<file path="config.mk">
export PLATFORM = sky130hd
export DESIGN_NAME = copro_issue_ctrl
export DESIGN_NICKNAME = d
export VERILOG_FILES = /design/src/rtl/copro_pkg.sv /design/src/rtl/copro_timeout_ctr.sv /design/src/rtl/copro_issue_ctrl.sv
export SDC_FILE = /design/constraint.sdc
export NUM_CORES = 1
export LEC_CHECK = 0
export BUFFER_PORTS_ARGS = -buffer_cell sky130_fd_sc_hd__buf_2
export CAP_MARGIN = 30
export CORE_UTILIZATION = 40
export CTS_BUF_LIST = sky130_fd_sc_hd__clkbuf_2 sky130_fd_sc_hd__clkbuf_4 sky130_fd_sc_hd__clkbuf_8
export DETAILED_ROUTE_END_ITERATION = 6
export MAX_ROUTING_LAYER = met4
export PLACE_DENSITY = 0.71
export SLEW_MARGIN = 30
export SYNTH_ARGS = -nofsm -noshare
export SYNTH_HDL_FRONTEND = slang
export SYNTH_SLANG_ARGS = --single-unit
</file>
<file path="constraint.sdc">
create_clock -name clk -period 8.1 [get_ports clk]
set_input_delay 1.62 -clock clk [delete_from_list [all_inputs] [get_ports clk]]
set_output_delay 1.62 -clock clk [all_outputs]
set_load 0.005 [all_outputs]
</file>
<file path="src/rtl/copro_pkg.sv">
// Shared types and constants for the custom-0 coprocessor issue controller.
package copro_pkg;

    typedef enum logic [1:0] {
        IDLE  = 2'd0,
        ISSUE = 2'd1,
        WAIT  = 2'd2,
        WB    = 2'd3
    } state_t;

    localparam logic [6:0] CUSTOM0_OP = 7'b0001011;

    localparam logic [2:0] FN_GCD = 3'd0;
    localparam logic [2:0] FN_LCM = 3'd1;

    // Wide enough to hold TIMEOUT_CYCLES itself without wrapping.
    function automatic int unsigned ctr_width(input int unsigned timeout_cycles);
        return $clog2(timeout_cycles) + 1;
    endfunction

endpackage

</file>
<file path="src/rtl/copro_timeout_ctr.sv">
// Saturating WAIT-cycle counter; expired flags the final allowed WAIT cycle.
module copro_timeout_ctr
    import copro_pkg::*;
#(
    parameter int unsigned TIMEOUT_CYCLES = 64
) (
    input  logic clk,
    input  logic reset,
    input  logic clr,
    input  logic en,
    output logic expired
);

    localparam int unsigned CW = ctr_width(TIMEOUT_CYCLES);
    localparam logic [CW-1:0] LAST = CW'(TIMEOUT_CYCLES - 1);

    logic [CW-1:0] cnt;

    always_ff @(posedge clk or posedge reset) begin
        if (reset) begin
            cnt <= '0;
        end else if (clr) begin
            cnt <= '0;
        end else if (en && (cnt != LAST)) begin
            cnt <= cnt + CW'(1);
        end
    end

    assign expired = (cnt == LAST);

endmodule

</file>
<file path="src/rtl/copro_issue_ctrl.sv">
// Multi-cycle issue controller: accepts one custom-0 instruction, starts the
// selected unit, stalls the front-end until done/timeout, then writes back once.
module copro_issue_ctrl
    import copro_pkg::*;
#(
    parameter int unsigned XLEN           = 32,
    parameter int unsigned NUM_UNITS      = 2,
    parameter int unsigned TIMEOUT_CYCLES = 64,
    parameter logic [6:0]  CUSTOM_OP      = CUSTOM0_OP
) (
    input  logic                      clk,
    input  logic                      reset,
    input  logic                      instr_valid,
    input  logic [6:0]                op,
    input  logic [2:0]                funct3,
    input  logic [4:0]                rd,
    input  logic [XLEN-1:0]           rs1_val,
    input  logic [XLEN-1:0]           rs2_val,
    output logic [NUM_UNITS-1:0]      start,
    output logic [XLEN-1:0]           unit_a,
    output logic [XLEN-1:0]           unit_b,
    input  logic [NUM_UNITS-1:0]      unit_done,
    input  logic [NUM_UNITS*XLEN-1:0] unit_result,
    output logic                      stall,
    output logic                      wb_en,
    output logic [4:0]                wb_rd,
    output logic [XLEN-1:0]           wb_data,
    output logic                      err_illegal,
    output logic                      err_timeout,
    output logic                      busy
);

    localparam logic [3:0] NUM_UNITS_W = 4'(NUM_UNITS);

    state_t                state;
    logic [2:0]            sel_q;
    logic [4:0]            rd_q;
    logic                  match;
    logic                  legal;
    logic                  done_sel;
    logic [XLEN-1:0]       res_sel;
    logic [NUM_UNITS-1:0]  start_onehot;
    logic                  expired;

    assign match = instr_valid && (op == CUSTOM_OP);
    assign legal = ({1'b0, funct3} < NUM_UNITS_W);

    // Stall asserts in the accept cycle itself so PC does not advance past the instruction.
    assign stall = (state == ISSUE) || (state == WAIT) || ((state == IDLE) && match && legal);
    assign busy  = (state != IDLE);

    // Route only the selected unit's done/result; other units' done bits are ignored.
    always_comb begin
        done_sel = 1'b0;
        res_sel  = '0;
        for (int k = 0; k < NUM_UNITS; k++) begin
            if (sel_q == 3'(k)) begin
                done_sel = unit_done[k];
                res_sel  = unit_result[k*XLEN +: XLEN];
            end
        end
    end

    always_comb begin
        start_onehot = '0;
        for (int k = 0; k < NUM_UNITS; k++) begin
            start_onehot[k] = (funct3 == 3'(k));
        end
    end

    copro_timeout_ctr #(
        .TIMEOUT_CYCLES(TIMEOUT_CYCLES)
    ) u_timeout (
        .clk    (clk),
        .reset  (reset),
        .clr    (state == ISSUE),
        .en     (state == WAIT),
        .expired(expired)
    );

    always_ff @(posedge clk or posedge reset) begin
        if (reset) begin
            state       <= IDLE;
            sel_q       <= '0;
            rd_q        <= '0;
            start       <= '0;
            unit_a      <= '0;
            unit_b      <= '0;
            wb_en       <= 1'b0;
            wb_rd       <= '0;
            wb_data     <= '0;
            err_illegal <= 1'b0;
            err_timeout <= 1'b0;
        end else begin
            start       <= '0;
            wb_en       <= 1'b0;
            err_illegal <= 1'b0;
            err_timeout <= 1'b0;
            case (state)
                IDLE: begin
                    if (match && legal) begin
                        unit_a <= rs1_val;
                        unit_b <= rs2_val;
                        rd_q   <= rd;
                        sel_q  <= funct3;
                        start  <= start_onehot;
                        state  <= ISSUE;
                    end else if (match) begin
                        err_illegal <= 1'b1;
                    end
                end
                ISSUE: begin
                    state <= WAIT;
                end
                WAIT: begin
                    // Done takes priority over a timeout landing on the same cycle.
                    if (done_sel) begin
                        wb_data <= res_sel;
                        wb_rd   <= rd_q;
                        wb_en   <= (rd_q != 5'd0);
                        state   <= WB;
                    end else if (expired) begin
                        wb_data     <= '0;
                        wb_rd       <= rd_q;
                        wb_en       <= (rd_q != 5'd0);
                        err_timeout <= 1'b1;
                        state       <= WB;
                    end
                end
                WB: begin
                    state <= IDLE;
                end
                default: begin
                    state <= IDLE;
                end
            endcase
        end
    end

endmodule

</file>
Word-level counts from Yosys, hierarchy flattened
Index checks and enable logic that the tools add are counted.
{"block": "op_classes", "n_addsub": 1, "n_lt_le_gt_ge": 1, "n_eq_ne": 10, "muxes": 25, "n_reduce_logical": 17}
{"operator": "32-bit two-way mux", "n": 4}
{"operator": "7-bit two-way mux", "n": 2}
{"operator": "1-bit two-way mux", "n": 11}
{"operator": "2-bit two-way mux", "n": 5}
{"operator": "5-bit two-way mux", "n": 2}
{"operator": "2-bit one-hot mux with 4 select lines", "n": 1}
{"operator": "7-bit by 1-bit adder with 7-bit output, second input constant", "n": 1}
{"operator": "7-bit by 4-bit equality test with 1-bit output, second input constant", "n": 1}
{"operator": "7-bit by 6-bit equality test with 1-bit output, second input constant", "n": 1}
{"operator": "7-bit by 6-bit inequality test with 1-bit output, second input constant", "n": 1}
{"operator": "3-bit by 1-bit equality test with 1-bit output, second input constant", "n": 2}
{"operator": "3-bit logical NOT", "n": 2}
{"operator": "2-bit AND reduction", "n": 3}
{"operator": "2-bit nonzero test", "n": 3}
{"operator": "1-bit logical AND", "n": 5}
{"operator": "5-bit nonzero test", "n": 1}
{"operator": "2-bit equality test, second input constant", "n": 2}
{"operator": "3-bit by 2-bit less-than comparator with 1-bit output, second input constant", "n": 1}
{"operator": "3-bit inequality test, second input constant", "n": 1}
{"operator": "2-bit by 1-bit equality test with 1-bit output, second input constant", "n": 1}
{"operator": "2-bit logical NOT", "n": 1}
{"operator": "1-bit logical OR", "n": 2}
{"operator": "2-bit by 1-bit inequality test with 1-bit output, second input constant", "n": 1}
{"block": "word_totals", "ff_bits": 123, "input_bits": 148, "out_inout_bits": 108}

Longest topological paths before layout
{"block": "logic_depth", "word_depth": 5, "depth_mapped": 7, "depth_no_buf": 5}

By module
From an unflattened synthesis, not the netlist that was laid out.
{"block": "hier_totals", "cells_unflattened": 350, "area_unflattened_um2": 5171.2}
{"mod": "copro_issue_ctrl", "n_inst": 1, "cells_per_inst": 310, "area_each_um2": 4777.1, "seq_area_each_um2": 2902.8}
{"mod": "copro_timeout_ctr", "n_inst": 1, "cells_per_inst": 40, "area_each_um2": 394.1, "seq_area_each_um2": 175.2}

Least setup slack after synthesis
No wires, ideal clock.
{"block": "synth_timing", "path_kind": "input -> output", "from": "input port op[5]", "to": "output port stall", "t_arrival_ns": 2.461, "t_required_ns": 6.480, "slack_ns": 4.019, "cell_stages": 5, "cell_sequence": "nor4b_4 > nand4_1 > buf_4 > buf_6 > nand2b_1"}
{"block": "synth_between", "elab_chain_cells": 5}
{"element": "start, declared", "line": "copro_issue_ctrl.sv:14", "rtl": "input logic [6:0] op,"}
{"element": "7-bit by 4-bit equality test with 1-bit output", "line": "copro_issue_ctrl.sv:45", "rtl": "assign match = instr_valid && (op == CUSTOM_OP);"}
{"element": "1-bit logical AND", "line": "copro_issue_ctrl.sv:45"}
{"element": "1-bit logical AND (2 in a row)", "line": "copro_issue_ctrl.sv:49", "rtl": "assign stall = (state == ISSUE) || (state == WAIT) || ((state == IDLE) && match && legal);"}
{"element": "1-bit logical OR", "line": "copro_issue_ctrl.sv:49"}
{"element": "end, declared", "line": "copro_issue_ctrl.sv:24", "rtl": "output logic stall,"}
No other way between the ends.

Worst setup path after layout
Ends and elaborated chain as after synthesis.

==> impl_metrics.tcl <==
set metrics [dict create \
    layout-drive-gt1-share_pct 59.74 \
    largest_net_degree_at_the_start_of_global_routing 77 \
    area_growth_syn_to_layout_pct 36.87 \
    worstSkewPairLatency_ns 0.42 \
    holdCritPathClass "reg2reg" \
    postSynthRegisterBits 123 \
    global_route_wire_length_before_repair_um 18890 \
    grt_pass1_vias 3837 \
    cts_hold_buf 0 \
    vdd_ir_drop_max_uv 139.9 \
    met3_wirelength_um 821 \
    detail_route.wirelength.met1_um 5394 \
    cts_repair_resize_count 0 \
    routed_wl_um 12420 \
    port-buffer-count 255 \
    die_area_sq_um 13250 \
    top_signal_layer_used "met4" \
    die_x_um 115.1 \
    synth.yosys.warnings 0 \
    critPathArrivalTime_ns 2.70 \
    power_density_nw_per_um2 251.3 \
    worstMarginPinSlew_ns 0.8114 \
    via_per_inst 4.828 \
    cap_violations 0 \
    global_route.usage.total_pct 19.54 \
    critPathSlowestCell "sky130_fd_sc_hd__nor4b_4" \
    yosysUniqueCellTypes 35 \
    timing.final.setup_violations 0 \
    gpl.final_weighted_congestion 0.7448 \
    fillCellCount 1003 \
    crit_buf_inv 3 \
    antennaDiodeCount 0 \
    critical_path.top_delay_family "simple AND/OR/NAND/NOR gates" \
    timing.clock.skew_ns 0.009948 \
    final.period_utilization_pct 53.35 \
    achievable-frequency_ghz 0.2314 \
    coreArea_sq_um 12260 \
    most_frequent_cells_in_the_layout "255 x sky130_fd_sc_hd__buf_2, 123 x sky130_fd_sc_hd__dfrtp_1, 40 x sky130_fd_sc_hd__mux2_4, 32 x sky130_fd_sc_hd__a22oi_1, 32 x sky130_fd_sc_hd__o2bb2ai_1" \
    dieHeight_um 115.1 \
    worst-path-stages 6 \
    final.setup.worst_slack_ns 3.778 \
    clk_pin_slew_worst_paths_ns 0.07 \
    final-max-slew-violation-count 0 \
    worst-endpoint-required_ns 6.48 \
    wire_per_inst_um 15.84 \
    async_flop_share_pct 100.0 \
    std_cell_rows 40 \
    cts_setup_buffers 0 \
    cts.htree.levels 4 \
    cts_tree "yes" \
    detailedRoute.firstIterationViolations 140 \
    setup.worst_path.end_class "output port" \
    remaining_drc_errors 0 \
    clock_tree.buffer_depth 2 \
    postSynth.topFlopCell "sky130_fd_sc_hd__dfrtp_1" \
    dpl.hpwl_um 9079 \
    yosysSeqAreaShare_pct 60.15 \
    final-hold-violation-count 0 \
    wl_met2_um 6057 \
    final_net_count 755 \
    cts.root.buffer_cell "sky130_fd_sc_hd__clkbuf_8" \
    power.static_leakage_uw 0.003986 \
    grt-ovfl-total 0 \
    worstSetupStartpointType "input pin" \
    initial_antenna_violation_count 0 \
    postSynthCellCount 344 \
    post-synth-top-area-fraction_pct 60.15 \
    start_util_pct 41.73 \
    drt_first_pass_iters 5 \
    clkSinkCount 123 \
    synth_nets 496 \
    syn-cell-area_sq_um 5117 \
    timing.reg2reg.worst_path_depth 6 \
    preCtsSetupSlack_ns 3.770 \
    timing.final.crit_period_ns 4.322 \
    crit_type "in2out" \
    setup_total_negative_slack_ns 0 \
    critPathMaxFanout 28 \
    count_of_flip_flops_with_a_built_in_enable_after_synthesis 0 \
    synth.area.top_cells "sky130_fd_sc_hd__dfrtp_1 60%, sky130_fd_sc_hd__mux2_4 12%, sky130_fd_sc_hd__mux2_2 6.8%, sky130_fd_sc_hd__o2bb2ai_1 5.5%, sky130_fd_sc_hd__a22oi_1 4.7%" \
    layout_commonest_cell "sky130_fd_sc_hd__buf_2" \
    drt.antenna.violating_nets 0 \
    cp_cell_sequence "buf_2, nor4b_4, nand4_1, buf_4, nand2b_1, buf_2" \
    timing.hold.worst_path_depth 1 \
    postSynthAreaPerCell_sq_um 14.88 \
    io_pins 256 \
    post-synth-top-area-cell "sky130_fd_sc_hd__dfrtp_1" \
    detailroute.via_count 3785 \
    cts_inserted_buffers 17 \
    cp_slowest_stage_delay_ns 0.31 \
    slew_headroom_pct 45.91 \
    critPathMostFrequentCell "sky130_fd_sc_hd__buf_2" \
    run_status "finished clean" \
    rsz0062_at_grt "no" \
]
## registers in the layout, summed over array words and instances (netlist names)
name           flops
unit_a            32
state              2
sel_q              3
wb_rd              5
unit_b            32
err_illegal        1
wb_data           32
wb_en              1
rd_q               5
u_timeout.cnt      7
err_timeout        1
start              2
## path summary, 6_finish.rpt
kind	from	to	slack [ns]
min in group asynchronous	reset	unit_a[17]$_DFFE_PP0P_	1.27
setup / recovery	op[5]	stall	3.78
hold reg to reg	wb_data[19]$_DFFE_PP0P_	wb_data[19]$_DFFE_PP0P_	0.48
hold / removal	wb_data[19]$_DFFE_PP0P_	wb_data[19]$_DFFE_PP0P_	0.48
max in group asynchronous	reset	wb_data[19]$_DFFE_PP0P_	5.75
setup reg to reg	state[0]$_DFFE_PP0P_	unit_a[8]$_DFFE_PP0P_	5.61
## metrics by stage
step           util, %  std cells  hold WS [ns]  cell area (sq um)  power (uW)
2_1_floorplan        -        344        0.4399               5117       970.2
3_3_place_gp     53.19        751        0.4682               6523        1136
3_5_place_dp     53.29        752        0.4708               6534        1147
4_1_cts          57.09        784        0.4882               7000        1785
5_1_grt          57.12        784        0.5023               7004        1861
6_report         57.12        784        0.4832               7004        1760
## synth_stat cells (all sizes together) (3+ instances only)
cell     instances
clkbuf          10
buf             12
mux2            75
nand3            4
o21ai            3
ha               4
a22oi           32
nor2            10
dfrtp          123
o2bb2ai         32
and2             3
nor3             4
a21oi            3
inv              6
xor2             3
## worst reg2reg max path: cells and delay by family, from the launching register on
| family | cells | cell delay [ns] |
|---|---|---|
| adders and majority gates | 1 | 0.28 |
| buffers and inverters | 3 | 1.14 |
| DFF | 1 | 0.38 |
| muxes | 1 | 0.49 |
| and+or+nand+nor | 1 | 0.10 |
## routing by layer
metal  GRT usage, %  up-vias
li1               -     1789
met2          32.33      187
met1          23.49     1797
met5              -        -
met3          4.481       12
met4          6.753        0
## power by group
| group | switching [uW] | internal (uW) | leakage [uW] |
|---|---|---|---|
| Clock | 253 | 376 | 0.000229 |
| Combinational | 174 | 193 | 0.00210 |
| Sequential | 52.4 | 711 | 0.00166 |
## layout make-up
class                   count  area (sq um)  area share, %
well taps                 168         210.2          3.001
repair buffers            262          1336          19.08
inverters                   6         25.02         0.3573
flip-flops and latches    123          3078          43.94
clock buffers              18         247.7          3.537
clock inverters            14         219.0          3.126
multi-input cells         193          1888          26.96
## cell families after synthesis
logic type,share of synthesized area (%)
flops,60.15
compound gates,11.54
mux,19.83
simple gates,3.936
fa+ha+maj,0.9780
xor+xnor,0.5135
buf+inv,3.056
Power figures use the tool's default switching activity.
